==> src/rtl/gpr_wport_arb_pkg.sv <==
// Shared widths, defaults and helpers for the GPR write-port arbiter.
package gpr_wport_arb_pkg;

   localparam int unsigned GprAw            = 5;
   localparam int unsigned GprDw            = 32;
   localparam int unsigned GprBw            = 4;
   localparam int unsigned NumGpr           = 32;
   localparam int unsigned StarveMaxDefault = 4;

   typedef struct packed {
      logic [GprAw-1:0] addr;
      logic [GprDw-1:0] data;
   } lu_entry_t;

   // One-hot register mask; x0 is hardwired so it never gets a bit.
   function automatic logic [NumGpr-1:0] gpr_bit(input logic [GprAw-1:0] addr);
      logic [NumGpr-1:0] mask;
      mask = '0;
      if (addr != '0) mask[addr] = 1'b1;
      return mask;
   endfunction

endpackage

==> src/rtl/sync_fifo.sv <==
// Registered synchronous FIFO with full/empty flags; head is visible combinationally.
module sync_fifo #(
   parameter int unsigned Width = 8,
   parameter int unsigned Depth = 2
) (
   input  logic             clk_i,
   input  logic             rst_i,
   input  logic             push_i,
   input  logic [Width-1:0] wdata_i,
   input  logic             pop_i,
   output logic [Width-1:0] rdata_o,
   output logic             full_o,
   output logic             empty_o
);

   localparam int unsigned PtrW = (Depth > 1) ? $clog2(Depth) : 1;
   localparam int unsigned CntW = $clog2(Depth + 1);

   logic [Width-1:0] mem_q [Depth];
   logic [PtrW-1:0]  wptr_q, wptr_d, rptr_q, rptr_d;
   logic [CntW-1:0]  cnt_q, cnt_d;
   logic             do_push, do_pop;

   assign full_o  = (cnt_q == CntW'(Depth));
   assign empty_o = (cnt_q == '0);
   assign rdata_o = mem_q[rptr_q];

   // A push at full is only legal when the head leaves in the same cycle.
   assign do_pop  = pop_i && !empty_o;
   assign do_push = push_i && (!full_o || do_pop);

   always_comb begin
      wptr_d = wptr_q;
      rptr_d = rptr_q;
      cnt_d  = cnt_q;
      if (do_push) wptr_d = wptr_q + 1'b1;
      if (do_pop)  rptr_d = rptr_q + 1'b1;
      unique case ({do_push, do_pop})
         2'b10:   cnt_d = cnt_q + 1'b1;
         2'b01:   cnt_d = cnt_q - 1'b1;
         default: cnt_d = cnt_q;
      endcase
   end

   always_ff @(posedge clk_i) begin
      if (rst_i) begin
         wptr_q <= '0;
         rptr_q <= '0;
         cnt_q  <= '0;
      end else begin
         wptr_q <= wptr_d;
         rptr_q <= rptr_d;
         cnt_q  <= cnt_d;
      end
   end

   always_ff @(posedge clk_i) begin
      if (do_push) mem_q[wptr_q] <= wdata_i;
   end

endmodule

==> src/rtl/gpr_wport_arb.sv <==
// Shares the GPR write port between WB and the long-latency unit, tracks pending LU
// destinations and requests ID stalls on hazards or when buffered results starve.
module gpr_wport_arb
   import gpr_wport_arb_pkg::*;
#(
   parameter int unsigned DEPTH      = 2,
   parameter int unsigned STARVE_MAX = StarveMaxDefault
) (
   input  logic              clk,
   input  logic              rst,
   input  logic [GprBw-1:0]  pipe_we,
   input  logic [GprAw-1:0]  pipe_waddr,
   input  logic [GprDw-1:0]  pipe_wdata,
   input  logic              lu_issue,
   input  logic [GprAw-1:0]  lu_issue_addr,
   input  logic              lu_valid,
   output logic              lu_ready,
   input  logic [GprAw-1:0]  lu_waddr,
   input  logic [GprDw-1:0]  lu_wdata,
   input  logic              id_ren1,
   input  logic              id_ren2,
   input  logic [GprAw-1:0]  id_raddr1,
   input  logic [GprAw-1:0]  id_raddr2,
   input  logic              id_wen,
   input  logic [GprAw-1:0]  id_waddr,
   output logic [GprBw-1:0]  we,
   output logic [GprAw-1:0]  waddr,
   output logic [GprDw-1:0]  wdata,
   output logic              stallreq,
   output logic [NumGpr-1:0] pending_o
);

   localparam int unsigned CntW = $clog2(STARVE_MAX + 1);

   lu_entry_t           push_entry, head;
   logic                fifo_full, fifo_empty, push, pop, pipe_busy;
   logic [CntW-1:0]     starve_q, starve_d;
   logic                drain_q, drain_d, drain_act, hazard;
   logic [NumGpr-1:0]   pend_q, pend_d;

   assign push_entry = '{addr: lu_waddr, data: lu_wdata};
   assign pipe_busy  = |pipe_we;
   assign lu_ready   = !fifo_full && !rst;
   assign push       = lu_valid && lu_ready;
   assign pop        = !rst && !pipe_busy && !fifo_empty;
   assign pending_o  = pend_q;

   sync_fifo #(
      .Width ($bits(lu_entry_t)),
      .Depth (DEPTH)
   ) u_lu_fifo (
      .clk_i   (clk),
      .rst_i   (rst),
      .push_i  (push),
      .wdata_i (push_entry),
      .pop_i   (pop),
      .rdata_o (head),
      .full_o  (fifo_full),
      .empty_o (fifo_empty)
   );

   // WB always wins the port; a write to x0 is suppressed but still consumes the entry.
   always_comb begin
      waddr = pipe_waddr;
      wdata = pipe_wdata;
      we    = pipe_we;
      if (!pipe_busy) begin
         waddr = head.addr;
         wdata = head.data;
         we    = pop ? {GprBw{1'b1}} : '0;
      end
      if (waddr == '0 || rst) we = '0;
   end

   always_comb begin
      hazard = ((gpr_bit(id_raddr1) & pend_q) != '0 && id_ren1) ||
               ((gpr_bit(id_raddr2) & pend_q) != '0 && id_ren2) ||
               ((gpr_bit(id_waddr) & pend_q) != '0 && id_wen) ||
               ((gpr_bit(lu_issue_addr) & pend_q) != '0 && lu_issue);
      drain_act = (drain_q || starve_q == CntW'(STARVE_MAX)) && !fifo_empty;
      stallreq  = !rst && (hazard || drain_act);
   end

   always_comb begin
      starve_d = starve_q;
      if (fifo_empty || pop) begin
         starve_d = '0;
      end else if (pipe_busy && starve_q != CntW'(STARVE_MAX)) begin
         starve_d = starve_q + 1'b1;
      end
      drain_d = drain_act;

      // Clear first so that a same-cycle issue to the same register wins.
      pend_d = pend_q;
      if (pop) pend_d = pend_d & ~gpr_bit(head.addr);
      if (lu_issue && !stallreq) pend_d = pend_d | gpr_bit(lu_issue_addr);
   end

   always_ff @(posedge clk) begin
      if (rst) begin
         starve_q <= '0;
         drain_q  <= 1'b0;
         pend_q   <= '0;
      end else begin
         starve_q <= starve_d;
         drain_q  <= drain_d;
         pend_q   <= pend_d;
      end
   end

endmodule

==> config.mk <==
export PLATFORM = sky130hd
export DESIGN_NAME = gpr_wport_arb
export DESIGN_NICKNAME = d
export VERILOG_FILES = /design/src/rtl/gpr_wport_arb_pkg.sv /design/src/rtl/sync_fifo.sv /design/src/rtl/gpr_wport_arb.sv
export SDC_FILE = /design/constraint.sdc
export NUM_CORES = 1
export LEC_CHECK = 0
export BUFFER_PORTS_ARGS = -buffer_cell sky130_fd_sc_hd__buf_2
export CAP_MARGIN = 40
export CELL_PAD_IN_SITES_DETAIL_PLACEMENT = 0
export CELL_PAD_IN_SITES_GLOBAL_PLACEMENT = 1
export CORE_UTILIZATION = 44
export DETAILED_ROUTE_END_ITERATION = 12
export GPL_TIMING_DRIVEN = 0
export PLACE_DENSITY_LB_ADDON = 0.1
export SLEW_MARGIN = 20
export SYNTH_ARGS = -nofsm -noshare
export SYNTH_HDL_FRONTEND = slang
export SYNTH_SLANG_ARGS = --single-unit
export TNS_END_PERCENT = 1
==> constraint.sdc <==
create_clock -name clk -period 6.03 [get_ports clk]
set_input_delay 0.3015 -clock clk [delete_from_list [all_inputs] [get_ports clk]]
set_output_delay 0.3015 -clock clk [all_outputs]
set_load 0.005 [all_outputs]
==> impl_metrics.tcl <==
set metrics [dict create \
    setup_violations 0 \
    slew-limit-headroom 0.475 \
    syn_to_final_growth_pct 26.4 \
    rsz0062_at_grt "no" \
    fin_skew_ns 0.00626 \
    wl_met3_mm 1.62 \
    slew_viol_final 0 \
    vias_per_cell 5.82 \
    final_layout_size_suffix_gt1_frac 0.332 \
    worst_ep_required_time_ns 5.73 \
    cts_setup_buffers 0 \
    vias 5771 \
    layout_setup_ws_ns 2.67 \
    place_ws_ns 2.84 \
    hold_class "in2reg" \
    cap_violations 0 \
    timing.final.crit_share 0.557 \
    topRoutingLayerUsed "met4" \
    netlist_area_sq_mm 0.00653 \
    yosysMostFrequentCell "edfxtp_1" \
    multi_input_area_sq_mm 0.00323 \
    start_util 0.451 \
    dpl.hpwl_mm 13.6 \
    synth.top_cells.by_count "74 x edfxtp_1, 67 x nor2_1, 55 x mux2i_1, 44 x a21oi_1, 43 x nand2_1" \
    port-buffer-count 176 \
    finalInstanceArea_sq_mm 0.00825 \
    crit_type "reg2out" \
    tns_ns 0 \
    dr_wl_met2_mm 9.19 \
    max_freq_mhz 298 \
    fp.coreArea_sq_mm 0.0145 \
    hold_violations 0 \
    cts_sinks 115 \
    synthArstFlopShare 0 \
    nets 903 \
    num-fill-cells 1279 \
    grt_max_degree 31 \
    crit_arrival_ns 3.06 \
    drc 0 \
    drt_first_iter_violations 310 \
    end_kind "output port" \
    postCtsResizedCells 0 \
    ctsHoldBuffers 0 \
    startpoint_type "flip-flop" \
    ys_warn_count 0 \
    placed_area_sq_mm 0.00769 \
    period_minus_slack_ns 3.36 \
    holdWs_ns 0.0752 \
    dieArea_sq_mm 0.0153 \
    rows 44 \
    fin_cells 992 \
    avgSynthCellArea_sq_um 10.9 \
    wl_per_cell_microns 19.4 \
    yosys-top-cells-area "edfxtp_1 34%, dfxtp_1 13%, mux2i_1 8.4%" \
    yosysTopAreaCell "edfxtp_1" \
    status "finished, final reports clean" \
    antenna_left 0 \
    regArea_sq_mm 0.00304 \
    root_buffer "clkbuf_16" \
    dp_cells 960 \
    htree_levels 4 \
    grt_pass1_vias 5183 \
    leakage_nw 3.20 \
    firstDrtPassIters 5 \
    yosys.area.top_type_share 0.340 \
    ioPinCount 180 \
    p_per_area_mw_per_mm2 246 \
    synth_top_flop_cell "edfxtp_1" \
    cts_tree "done" \
    clk_latency_ns 0.41 \
    vdd_drop_max_mv 0.202 \
    reg2regPathDepth 8 \
    die_x_microns 124 \
    clk_pin_slew_ns 0.06 \
    yosysSeqAreaShare 0.466 \
    worst_pin_slew_ns 0.783 \
    cts.path.max_buffers 2 \
    synth_edf_count 74 \
    min_path_cells 1 \
    grt_pass1_wl_mm 28.3 \
    numCtsBuffers 17 \
    overflow 0 \
    worstPathMaxFanout 10 \
    synth_cell_types 64 \
    dieHeight_microns 124 \
    place_congestion 0.908 \
    routed_wl_mm 19.3 \
    track_usage 0.253 \
    synth_fp_nets 706 \
    syn_inst 598 \
    num_antenna_cells 0 \
    antenna_found_initial 0 \
    wl_met1_mm 7.92 \
    ys_ff_latch 115 \
]
## where the power goes
group | switching (W) | internal (W)
clock | 0.000368 | 0.000567
sequential | 0.0000122 | 0.000863
combinational | 0.000129 | 0.0000931
## critical path: stages, from the launching register on
cell and delay, ns:
dfxtp_1 0.45, mux2_1 0.35, o311ai_0 0.32, a311oi_1 0.11
o41a_1 0.38, or4_1 0.39, buf_2 0.18, buf_6 0.16
o21ba_1 0.19, buf_2 0.13
## path summary, 6_finish.rpt
| path | startpoint | to | slack, ns |
|---|---|---|---|
| max reg2reg | pending_o[22]$_SDFF_PP0_ | pending_o[13]$_SDFF_PP0_ | 3.12 |
| max | pending_o[22]$_SDFF_PP0_ | stallreq | 2.67 |
| min reg2reg | drain_q$_SDFF_PP0_ | drain_q$_SDFF_PP0_ | 0.45 |
| min | lu_wdata[8] | u_lu_fifo.mem_q[0][8]$_DFFE_PP_ | 0.08 |
## cell type report
cell class,instances,share of cell area
well taps,184,0.0279
multi-input cells,423,0.391
plain buffers,42,0.0246
repair buffers,178,0.112
clock inverters,15,0.0164
flip-flops and latches,115,0.369
clock buffers,17,0.0515
inverters,18,0.00819
## stage by stage
| stage | total power (W) | utilization |
|---|---|---|
| 3_3_place_gp | 0.00110 | 0.528 |
| 6_report | 0.00203 | 0.570 |
| 5_1_grt | 0.00210 | 0.570 |
| 4_1_cts | 0.00205 | 0.570 |
| 3_5_place_dp | 0.00111 | 0.531 |
| 2_1_floorplan | 0.00101 | - |
## flip-flops by register name (all words and copies together) (netlist names), named ones only
register,flops
drain_q,1
pending_o,32
starve_q,3
u_lu_fifo.cnt_q,2
u_lu_fifo.mem_q,74
u_lu_fifo.rptr_q,1
u_lu_fifo.wptr_q,1
## layout by cell type (no fill, tap or decap), drive strengths merged, types with 4 or more instances in the layout
cell      synthesis  routed
a21oi            44      44
a31oi             5       5
buf              18     196
clkbuf           24      41
clkinv            0       8
clkinvlp          0       4
dfxtp            41      41
edfxtp           74      74
inv              18      20
mux2              8       8
mux2i            55      55
mux4             13      13
nand2            43      43
nand2b            6       6
nand3             8       8
nand3b           36      36
nor2             67      67
nor2b             9       9
nor3              5       5
o21a              5       5
o21ai            11      11
o22ai             4       4
o41ai            27      27
or3b              7       7
## per-layer routing
metal,vias to the layer above,track usage
li1,2681,-
met1,2741,0.311
met2,298,0.407
met3,51,0.0733
met4,0,0.122
met5,-,0
## logic make-up after synthesis
kind of cell | after synthesis | share of synthesized area
adders and majority gates | 3 | 0.00575
buffers and inverters | 60 | 0.0414
xor gates and xnor gates | 5 | 0.00671
muxes | 76 | 0.144
DFF | 115 | 0.466
AOI/OAI and AO/OA | 135 | 0.174
and+or+nand+nor | 204 | 0.162
No activity file was read; power rests on OpenSTA's default activity.
